--- src/rtl/mul_pkg.sv ---
// mul_pkg: shared FSM state type, result-half select constants and counter sizing.
package mul_pkg;
  typedef enum logic [1:0] {IDLE, RUN, DONE} state_t;
  localparam logic SEL_HIGH = 1'b1;
  localparam logic SEL_LOW = 1'b0;
  function automatic int cnt_w(input int w);
    return $clog2(w) + 1;
  endfunction
endpackage

--- src/rtl/booth_step.sv ---
// booth_step: one recode/add/shift iteration; BOOTH_SIGNED_EN selects signed Booth vs unsigned shift-add.
module booth_step #(
  parameter int width = 32
) (
  input  logic [width-1:0]   a,
  input  logic [2*width+1:0] p,
  output logic [2*width+1:0] p_next
);
  logic [width:0] acc, a_ext, sum;
  assign acc = p[2*width+1:width+1];
`ifdef BOOTH_SIGNED_EN
  assign a_ext = {a[width-1], a};
  assign sum = (p[1:0] == 2'b01) ? acc + a_ext : (p[1:0] == 2'b10) ? acc - a_ext : acc;
  assign p_next = $signed({sum, p[width:0]}) >>> 1;
`else
  assign a_ext = {1'b0, a};
  assign sum = p[1] ? acc + a_ext : acc;
  assign p_next = {sum, p[width:0]} >> 1;
`endif
endmodule

--- src/rtl/booth_algorithm_multiplier.sv ---
// booth_algorithm_multiplier: iterative width-cycle multiplier returning one product half.
// Define BOOTH_SIGNED_EN for two's complement operands; unsigned otherwise.
module booth_algorithm_multiplier
  import mul_pkg::*;
#(
  parameter int width = 32
) (
  input  logic             clk_i,
  input  logic             rst_ni,
  input  logic [width-1:0] multiplicand,
  input  logic [width-1:0] multiplier,
  input  logic             return_high_or_low,
  input  logic             start_flag,
  output logic             busy_o,
  output logic             valid_o,
  output logic             error_o,
  output logic [width-1:0] result_o
);
  localparam int CW = cnt_w(width);
  state_t state;
  logic [2*width+1:0] p, p_next;
  logic [width-1:0] a, hi, lo;
  logic sel, ovf;
  logic [CW-1:0] count;
  booth_step #(.width(width)) u_step (.a(a), .p(p), .p_next(p_next));
  assign hi = p[2*width:width+1];
  assign lo = p[width:1];
`ifdef BOOTH_SIGNED_EN
  assign ovf = hi != {width{lo[width-1]}};
`else
  assign ovf = |hi;
`endif
  always_ff @(posedge clk_i or negedge rst_ni) begin
    if (!rst_ni) begin
      state    <= IDLE;
      p        <= '0;
      a        <= '0;
      sel      <= SEL_LOW;
      count    <= '0;
      busy_o   <= 1'b0;
      valid_o  <= 1'b0;
      error_o  <= 1'b0;
      result_o <= '0;
    end else begin
      case (state)
        IDLE: begin
          valid_o <= 1'b0;
          if (start_flag) begin
            p       <= {{(width+1){1'b0}}, multiplier, 1'b0};
            a       <= multiplicand;
            sel     <= return_high_or_low;
            count   <= CW'(width);
            busy_o  <= 1'b1;
            error_o <= 1'b0;
            state   <= RUN;
          end
        end
        RUN: begin
          p     <= p_next;
          count <= count - CW'(1);
          if (count == CW'(1)) state <= DONE;
        end
        DONE: begin
          valid_o  <= 1'b1;
          busy_o   <= 1'b0;
          result_o <= (sel == SEL_HIGH) ? hi : lo;
          if (sel == SEL_LOW && ovf) error_o <= 1'b1;
          p[2*width+1:width+1] <= '0;
          state    <= IDLE;
        end
        default: state <= IDLE;
      endcase
    end
  end
endmodule
--- config.mk ---
export PLATFORM = sky130hd
export DESIGN_NAME = booth_algorithm_multiplier
export DESIGN_NICKNAME = d
export VERILOG_FILES = /design/src/rtl/mul_pkg.sv /design/src/rtl/booth_step.sv /design/src/rtl/booth_algorithm_multiplier.sv
export SDC_FILE = /design/constraint.sdc
export NUM_CORES = 1
export LEC_CHECK = 0
export ABC_AREA = 1
export BUFFER_PORTS_ARGS = -buffer_cell sky130_fd_sc_hd__buf_4
export CORE_MARGIN = 2
export CORE_UTILIZATION = 47
export CTS_CLUSTER_DIAMETER = 60
export DETAILED_ROUTE_END_ITERATION = 7
export PLACE_DENSITY = 0.76
export REMOVE_ABC_BUFFERS = 1
export SYNTH_ARGS = -nofsm -noshare
export SYNTH_HDL_FRONTEND = slang
export SYNTH_SLANG_ARGS = --single-unit
--- constraint.sdc ---
create_clock -name clk_i -period 3.5 [get_ports clk_i]
set_clock_uncertainty 0.2 [all_clocks]
set_input_delay 0.7 -clock clk_i [delete_from_list [all_inputs] [get_ports clk_i]]
set_output_delay 0.7 -clock clk_i [all_outputs]
set_load 0.1 [all_outputs]
==> results of run 1 <==
## logic make-up (layout without fill, tap and decap cells)
| logic type | Yosys count | count (layout) |
|---|---|---|
| compound gates | 190 | 190 |
| xor+xnor | 13 | 13 |
| fa+ha+maj | 35 | 35 |
| buf+inv | 223 | 326 |
| flops | 140 | 140 |
| mux | 1 | 1 |
| simple gates | 643 | 643 |
## worst min path at each step
stage,start,to,slack [ns],cells after the start
floorplan,rst_ni,a[0],0.20,0
global placement,error_o,error_o,0.27,2
detailed placement,a[8],a[8],0.27,2
CTS,rst_ni,p[15],0.12,1
global route,rst_ni,p[15],0.15,1
finish,rst_ni,p[15],0.09,1
## sequential cells by signal, summed over array words and instances (netlist names)
name      cells
a            32
busy_o        1
count         6
error_o       1
p            64
result_o     32
sel           1
state         2
valid_o       1
## cells in the final DEF (no fill, tap or decap), types with 3 or more instances in the layout
cell type  netlist  routed
a21oi_1        116     116
a22oi_1         14      14
buf_4            0     111
clkbuf_16        0      17
clkinv_4         0       3
dfrtp_1        140     140
ha_1            34      34
inv_1          175     175
inv_2            4       4
inv_6            0       3
inv_8            0       4
nand2_1        473     473
nand3_1         64      64
nand4_1          8       8
nor2_1          84      84
nor3_1           5       5
o21ai_0         41      41
o21ai_1          9       9
o22ai_1          4       4
xor2_1          13      13
## metrics by stage
stage,area (µm²),hold WS (ns)
5_1_grt,10100,0.145
2_1_floorplan,8310,0.204
6_report,10100,0.0857
3_3_place_gp,9470,0.268
3_5_place_dp,9470,0.273
4_1_cts,10100,0.123
## Yosys cell counts, drive strengths merged
master,instances
buf,5
nor4,1
a21oi,116
ha,34
nand3b,2
clkbuf,37
and2,2
mux2i,1
dfrtp,140
nor2,87
o221ai,2
a21o,2
o22ai,4
o21ai,50
nand4,8
o21bai,1
fa,1
nor3,5
xor2,13
nand3,64
inv,179
nand2,474
a31oi,1
a22oi,14
clkinv,2
## worst max-delay path: cells and delay by family, from the launching register on
family                   cells  cell delay [ns]
AND/OR/NAND/NOR             10             1.06
flip-flops                   1             0.41
adder cells (fa/ha/maj)      2             0.71
## cell type report
type                       instances  area share (%)
clock buffer                      17            4.23
clock inverter                    15            1.76
inverter                         181            6.75
multi-input combinational        882            41.0
sequential                       140            34.8
tap                              229            2.85
timing repair buffer             113            8.59
## routing by layer
metal / wire [µm] / global-route usage [%] / share of wire (%) / vias up
met4: 654 / 8.92 / 2.7 / 0
met1: 10600 / 32.8 / 44 / 3805
met5: 0 / 0 / 0 / -
met2: 11400 / 43.1 / 48 / 272
met3: 1220 / 4.54 / 5.1 / 51
li1: - / - / - / 4088
==> impl_metrics.yaml, run 1 <==
drt:
  first_pass_iters: 5
  vias: 8216
  wl_per_cell_um: 15.2
  ant_nets: 0
  drt_wl_total_mm: 23.9
  viasPerCell: 5.21
  drt-initial-drc-count: 674
  drc: 0
sta:
  tightest_slew_ns: 0.727
  setup_viol: 0
  slew_headroom_pct: 51.5
  timing.final.hold_violations: 0
  min_period_ns: 2.46
  timing.final.ws_setup_ns: 1.04
  drv_slew: 0
  rsz0062_at_grt: "false"
  fmax_ghz: 0.406
  finalSetupTns_ns: 0
  fin_crit_sh_pct: 70.4
yosys:
  ys_warn_count: 0
  synth_top_area_cell: "dfrtp_1"
  post_synth.cell_area_avg_um2: 6.82
  synthMuxAreaShare_pct: 0.118
  yosysSeqAreaShare_pct: 41.3
  synth_xor_area_share_pct: 1.34
  synth_adder_area_share_pct: 5.25
  syn_area_um2: 8490
  synth_compound_area_share_pct: 11.9
  synth.area.top_cells: "dfrtp_1 41%, nand2_1 21%, inv_1 7.7%"
  ys_types: 32
  synth_top_cell_area_share_pct: 41.3
  synth_top_family_by_area: "simple AND/OR/NAND/NOR gates"
  synth-simple-area-share_pct: 30.1
  postSynthCellCount: 1245
  ys_ff_latch: 140
clock_tree:
  clk_pin_slew_ns: 0.07
  post_cts_buffers: 0
  cts_buffers: 17
  post_cts_resized: 0
  htree_levels: 4
  clock-sinks: 140
  root_buffer: "clkbuf_16"
  cts_tree: "done"
  cts.path.max_buffers: 2
  clkLatencyLatePin_ns: 0.43
  postCtsHoldBufs: 0
setup_path:
  required_ns: 3.62
  reg2reg_depth: 12
  cpMaxStageDelayCell: "fa_1"
  crit_arrival_ns: 2.59
  crit_path_end: "p[60]"
  setup.worst_path.class: "flop to flop"
  crit_path_max_fanout: 4
  r2r-start: "p[33]"
  slowest_delay_ns: 0.46
  worstSetupStartpoint: "p[33]"
  regToRegSetupSlack_ns: 1.04
  cp-start-kind: "flop"
  rr_endpoint: "p[60]"
  worstSetupEndpointType: "flop"
  crit_chain: "ha_1, fa_1, nand3_1, nand3_1, nand3_1, nand3_1, nand2_1, nand2_1, nand2_1, nand3_1, nand2_1, nand2_1"
placed_design:
  gp_congestion: 0.979
  dp_hpwl_mm: 17.3
  portBuffers: 102
  placed_cells: 1545
  pre_cts_ws_ns: 0.754
floorplanning:
  rows: 49
  die_w_um: 138
  die_y_um: 138
  die_area_um2: 19200
  io_pins: 103
  start_util_pct: 47.6
  core_um2: 17800
final_layout:
  syn2layout_area_growth_pct: 18.6
  drive_gt1_share_pct: 11.4
  antenna-diode-count: 0
  fin_util_pct: 56.4
  layout.nets: 1438
  fillers: 1683
  multiInputGateArea_um2: 4130
  seqCellArea_um2: 3500
  stdcell_count: 1577
global_routing:
  grt_max_degree: 78
  grt_overflow: 0
  antenna_found_initial: 0
  grt_pass1_wl_mm: 39.3
  gr-usage-all-layers_pct: 25.4
  first_global_vias: 8053
hold_path:
  worstHoldPathType: "primary input to asynchronous set/reset pin"
run_status:
  status: "completed"
flow_run:
  cap_violations: 0
Power of run 1 is left out: the tool's default activity adds up to more than one toggle a clock period on the data nets, which glitch-free logic cannot reach.
==> inputs of run 2 (changes only) <==
ABC_AREA = 0   (was 1)
clock period = 2.58 ns   (was 3.5 ns; I/O delays follow)
==> impl_metrics.yaml, run 2 <==
drt:
  vias: 7280
  ant_nets: 0
  first_pass_iters: 5
  drc: 0
  wl_per_cell_um: 17.2
  drt-initial-drc-count: 680
  drt_wl_total_mm: 22.2
  viasPerCell: 5.64
yosys:
  synth.area.top_cells: "dfrtp_1 44%, nand2_1 9.9%, o21ai_0 6.8%"
  ys_ff_latch: 140
  synth_most_common_cell: "nand2_1"
  post_synth.cell_area_avg_um2: 8.93
  ys_warn_count: 0
  ys_top_cells_by_count: "209 x nand2_1, 140 x dfrtp_1, 108 x o21ai_0"
  ys_types: 58
  postSynthCellCount: 888
  synth_top_area_cell: "dfrtp_1"
  syn_area_um2: 7930
  ys_async_sr_fraction_pct: 100
  synth_top_cell_area_share_pct: 44.2
  synth_edf_count: 0
  synth_ff_type: "dfrtp_1"
  yosysSeqAreaShare_pct: 44.2
run_status:
  status: "complete, but fails checks"
  violations: "negative setup slack"
final_layout:
  layout.nets: 1161
  largestRegisters: "p x64, a x32, result_o x32"
  top_register: "p"
  final_cell_mix: "208 x nand2_1, 199 x buf_4, 138 x dfrtp_1"
  drive_gt1_share_pct: 27.0
  antenna-diode-count: 0
  design_area_um2: 10500
  stdcell_count: 1291
  syn2layout_area_growth_pct: 32.3
  fin_util_pct: 63.5
  largest_register_ffs: 64
  final_common_cell: "nand2_1"
global_routing:
  grt-busiest-layer: "met2"
  first_global_vias: 6917
  grt_pass1_wl_mm: 35.7
  grt_use_met2_pct: 38.0
  grt.met1_usage_pct: 37.0
  use_met3_pct: 3.63
  grt_max_degree: 59
  antenna_found_initial: 0
  gr-usage-all-layers_pct: 24.9
  grt_overflow: 0
flow_run:
  cap_violations: 0
setup_path:
  cp-start-kind: "flop"
  r2r-start: "p[33]"
  crit_path_end: "p[60]"
  cpMaxStageDelayCell: "dfrtp_1"
  required_ns: 2.69
  worstSetupStartpoint: "p[33]"
  rr_endpoint: "p[60]"
  crit_path_max_fanout: 3
  crit_chain: "ha_4, fa_2, a21oi_2, o211ai_2, nand3_2, nor2b_4, a211o_4, o311ai_4, buf_4, xnor2_2, o21ai_1"
  reg2reg_depth: 11
  setup.worst_path.class: "flop to flop"
  regToRegSetupSlack_ns: -0.008
  crit_arrival_ns: 2.69
  worstSetupEndpointType: "flop"
  slowest_delay_ns: 0.39
floorplanning:
  die_w_um: 134
  die_area_um2: 17900
  core_um2: 16500
  die_y_um: 134
  rows: 47
  start_util_pct: 48.0
  io_pins: 103
clock_tree:
  htree_levels: 4
  clock-sinks: 140
  cts_tree: "done"
  cts_buffers: 17
  cts.path.max_buffers: 2
  clk_pin_slew_ns: 0.06
  clkLatencyLatePin_ns: 0.43
  root_buffer: "clkbuf_16"
sta:
  rsz0062_at_grt: "true"
  timing.final.ws_setup_ns: -0.00815
  slew_headroom_pct: 48.6
  fin_crit_sh_pct: 100
  setup_viol: 2
  fmax_ghz: 0.386
  finalSetupTns_ns: -0.00893
  min_period_ns: 2.59
  tightest_slew_ns: 0.770
  timing.final.hold_violations: 0
  drv_slew: 0
placed_design:
  gp_congestion: 0.898
  dp_hpwl_mm: 15.6
  placed_area_um2: 9590
  portBuffers: 102
  pre_cts_ws_ns: -0.164
  placed_cells: 1257
pwr:
  clock_power_share_pct: 16.3
  p_seq_share_pct: 25.7
  cellPowerDensity_nw_per_um2: 1450
  swShare_pct: 45.0
  p_leak_nw: 5.10
  p_switching_w: 0.00684
  peakVddDrop_uv: 698
  intPower_w: 0.00837
  comb_power_share_pct: 58.0
hold_path:
  worstHoldPathType: "primary input to flop"
## run 2: stage by stage
step	total power (W)	hold slack [ns]
floorplan	0.00891	0.0204
global placement	0.0118	0.253
detailed placement	0.0119	0.263
CTS	0.0146	0.0639
global route	0.0162	0.0745
finish	0.0152	0.0725
## run 2: critical path, delay by kind of cell (launching register included)
| kind | cells | cell delay (ns) |
|---|---|---|
| adders and majority gates | 2 | 0.39 |
| xor gates and xnor gates | 1 | 0.10 |
| DFF | 1 | 0.39 |
| and+or+nand+nor | 2 | 0.25 |
| buffers and inverters | 1 | 0.17 |
| AOI/OAI and AO/OA | 5 | 0.96 |
## run 2: cell type report
class / instances / area (µm²)
multi-input cells: 684 / 4490
well taps: 220 / 275
repair buffers: 205 / 1600
inverters: 10 / 37.5
flip-flops and latches: 140 / 3510
clock inverters: 12 / 138
clock buffers: 20 / 457
fillers: 1392 / 6030
## run 2: how the worst min path moves through the flow
stage / startpoint / end / depth (start not counted)
global placement: rst_ni / p[44] / 1
detailed placement: rst_ni / a[5] / 1
CTS: multiplicand[25] / a[25] / 3
global route: multiplicand[18] / a[18] / 3
finish: multiplicand[26] / a[26] / 3
floorplan: rst_ni / a[0] / 0
## run 2: cells by family (layout without fill, tap and decap cells)
kind of cell	count (synthesis)	after routing	share of synthesized area, %
compound gates	265	265	20.0
xor+xnor	26	26	2.87
fa+ha+maj	35	35	5.62
buf+inv	64	247	3.04
flops	140	140	44.2
mux	42	42	5.33
simple gates	316	316	18.9
## run 2: power groups by stage
stage / Sequential (W) / Clock (W) / Combinational (W)
floorplan: 0.00468 / 0 / 0.00423
global placement: 0.00380 / 0 / 0.00796
detailed placement: 0.00384 / 0 / 0.00808
CTS: 0.00382 / 0.00251 / 0.00833
global route: 0.00400 / 0.00260 / 0.00961
finish: 0.00391 / 0.00248 / 0.00882
## run 2: repair_timing
| action | CTS | global route |
|---|---|---|
| hold buffers | 1 | 0 |
| pin swaps | 5 | 17 |
| resized for setup | 11 | 40 |
| endpoints found under the hold margin | 38 | 0 |
| buffers inserted | 1 | 1 |
| endpoints found under the setup margin | 18 | 19 |
## run 2: layer usage
| layer | wire length (µm) | vias to the layer above | part of all wire (%) |
|---|---|---|---|
| met5 | 0 | - | 0 |
| met4 | 330 | 0 | 1.5 |
| met3 | 1200 | 29 | 5.4 |
| met2 | 10100 | 239 | 46 |
| met1 | 10500 | 3493 | 48 |
| li1 | - | 3519 | - |
No activity file was read; power rests on OpenSTA's default activity.
==> inputs of run 3 (changes only) <==
CORE_UTILIZATION = 55   (was 47)
PLACE_DENSITY = 0.85   (was 0.76)
==> impl_metrics.yaml, run 3 (synthesis results as in run 2) <==
run_status:
  status: "complete, but fails checks"
  violations: "negative setup slack"
floorplanning:
  rows: 43
  core_um2: 14000
  io_pins: 103
  die_w_um: 124
  die_area_um2: 15400
  start_util_pct: 56.7
  die_y_um: 124
global_routing:
  antenna_found_initial: 0
  first_global_vias: 6940
  gr-usage-all-layers_pct: 29.0
  grt_overflow: 0
  grt_pass1_wl_mm: 34.5
  grt_max_degree: 58
pwr:
  p_leak_nw: 5.05
  cellPowerDensity_nw_per_um2: 1450
  p_switching_w: 0.00681
  peakVddDrop_uv: 588
  clock_power_share_pct: 15.3
  comb_power_share_pct: 58.2
  intPower_w: 0.00811
  swShare_pct: 45.7
  p_seq_share_pct: 26.5
sta:
  min_period_ns: 2.62
  finalSetupTns_ns: -0.0714
  fmax_ghz: 0.382
  tightest_slew_ns: 0.675
  slew_headroom_pct: 55.0
  fin_crit_sh_pct: 102
  setup_viol: 2
  drv_slew: 0
  holdWs_ns: 0.0760
  rsz0062_at_grt: "true"
  timing.final.ws_setup_ns: -0.0399
  timing.final.hold_violations: 0
setup_path:
  crit_path_max_fanout: 3
  cpMaxStageDelayCell: "o41ai_2"
  required_ns: 2.67
  slowest_delay_ns: 0.46
  cp-start-kind: "flop"
  setup.worst_path.class: "flop to flop"
  worstSetupEndpointType: "flop"
  crit_chain: "ha_4, nand2_4, nor3b_4, nor3b_2, o41ai_2, nand3_1, o31a_1, xnor2_1, o21ai_1"
  crit_arrival_ns: 2.71
clock_tree:
  clkLatencyLatePin_ns: 0.43
  clk_pin_slew_ns: 0.06
  root_buffer: "clkbuf_16"
  cts.path.max_buffers: 2
  cts_tree: "done"
  clock-sinks: 140
  cts_buffers: 17
  htree_levels: 4
hold_path:
  worstHoldPathType: "primary input to flop"
final_layout:
  final_cell_mix: "207 x nand2_1, 189 x buf_4, 139 x dfrtp_1"
  largestRegisters: "p x64, a x32, result_o x32"
  final_common_cell: "nand2_1"
  antenna-diode-count: 0
  top_register: "p"
  layout.nets: 1154
  drive_gt1_share_pct: 25.8
  largest_register_ffs: 64
  syn2layout_area_growth_pct: 30.1
  design_area_um2: 10300
drt:
  viasPerCell: 5.99
  wl_per_cell_um: 18.1
  vias: 7453
  drt-initial-drc-count: 772
  drc: 0
  ant_nets: 0
  first_pass_iters: 5
  drt_wl_total_mm: 22.6
placed_design:
  dp_hpwl_mm: 15.4
  portBuffers: 102
  placed_area_um2: 9470
  pre_cts_ws_ns: -0.128
  gp_congestion: 0.927
flow_run:
  cap_violations: 0
[run 3: cell count changes in the layout (fill, tap and decap cells not counted), moves of 3 or more]
| cell | before | now |
|---|---|---|
| a21oi_2 | 6 | 9 |
| buf_12 | 4 | 7 |
| buf_4 | 199 | 189 |
| clkinv_2 | 1 | 5 |
| o21ai_0 | 102 | 106 |
| o21ai_1 | 11 | 7 |
[run 3: what timing repair did]
item	4_1_cts	5_1_grt
endpoints found under the setup margin	12	18
buffers inserted	0	8
hold buffers	1	0
gates resized for setup	6	32
endpoints found under the hold margin	38	0
pin swaps	3	12
[run 3: layout make-up]
type,count,area [µm²]
flip-flops and latches,140,3500
fillers,1002,3670
repair buffers,198,1580
clock inverters,11,95.1
multi-input cells,684,4430
clock buffers,21,450
well taps,180,225
inverters,10,37.5
[run 3: critical path, delay by kind of cell, from the launching register on]
family	cells	cell delay, ns
flip-flops	1	0.41
AND/OR/NAND/NOR	4	0.56
adder cells (fa/ha/maj)	1	0.31
XOR/XNOR	1	0.16
AO/OA/AOI/OAI	3	0.86
[run 3: power groups by stage]
stage	clock network [W]	registers, W	logic, W
after floorplan	0	0.00468	0.00423
after global placement	0	0.00383	0.00769
after detailed placement	0	0.00389	0.00788
after CTS	0.00231	0.00387	0.00802
after global routing	0.00240	0.00404	0.00938
final	0.00229	0.00395	0.00868
[run 3: worst paths after layout]
path / slack (ns) / end / depth (start not counted) / from
max: -0.04 / p[55] / 9 / a[4]
min in group asynchronous: 0.37 / p[42] / 2 / rst_ni
min: 0.08 / a[31] / 3 / multiplicand[31]
min reg2reg: 0.28 / result_o[14] / 2 / result_o[14]
max reg2reg: -0.04 / p[55] / 9 / a[4]
max in group asynchronous: 1.14 / a[29] / 3 / rst_ni
[run 3: layer usage]
metal  part of all wire [%]  GRT usage (%)
met1                     43           41.4
met2                     47           45.3
met3                    7.9           5.04
met4                    1.8           9.13
met5                      0              0
[run 3: per-stage QoR]
stage          util [%]  std cells  power [W]
6_report           73.8       1244     0.0149
5_1_grt            73.8       1244     0.0158
3_3_place_gp       67.7       1203     0.0115
4_1_cts            71.9       1236     0.0142
2_1_floorplan         -        834    0.00891
3_5_place_dp       67.7       1203     0.0118
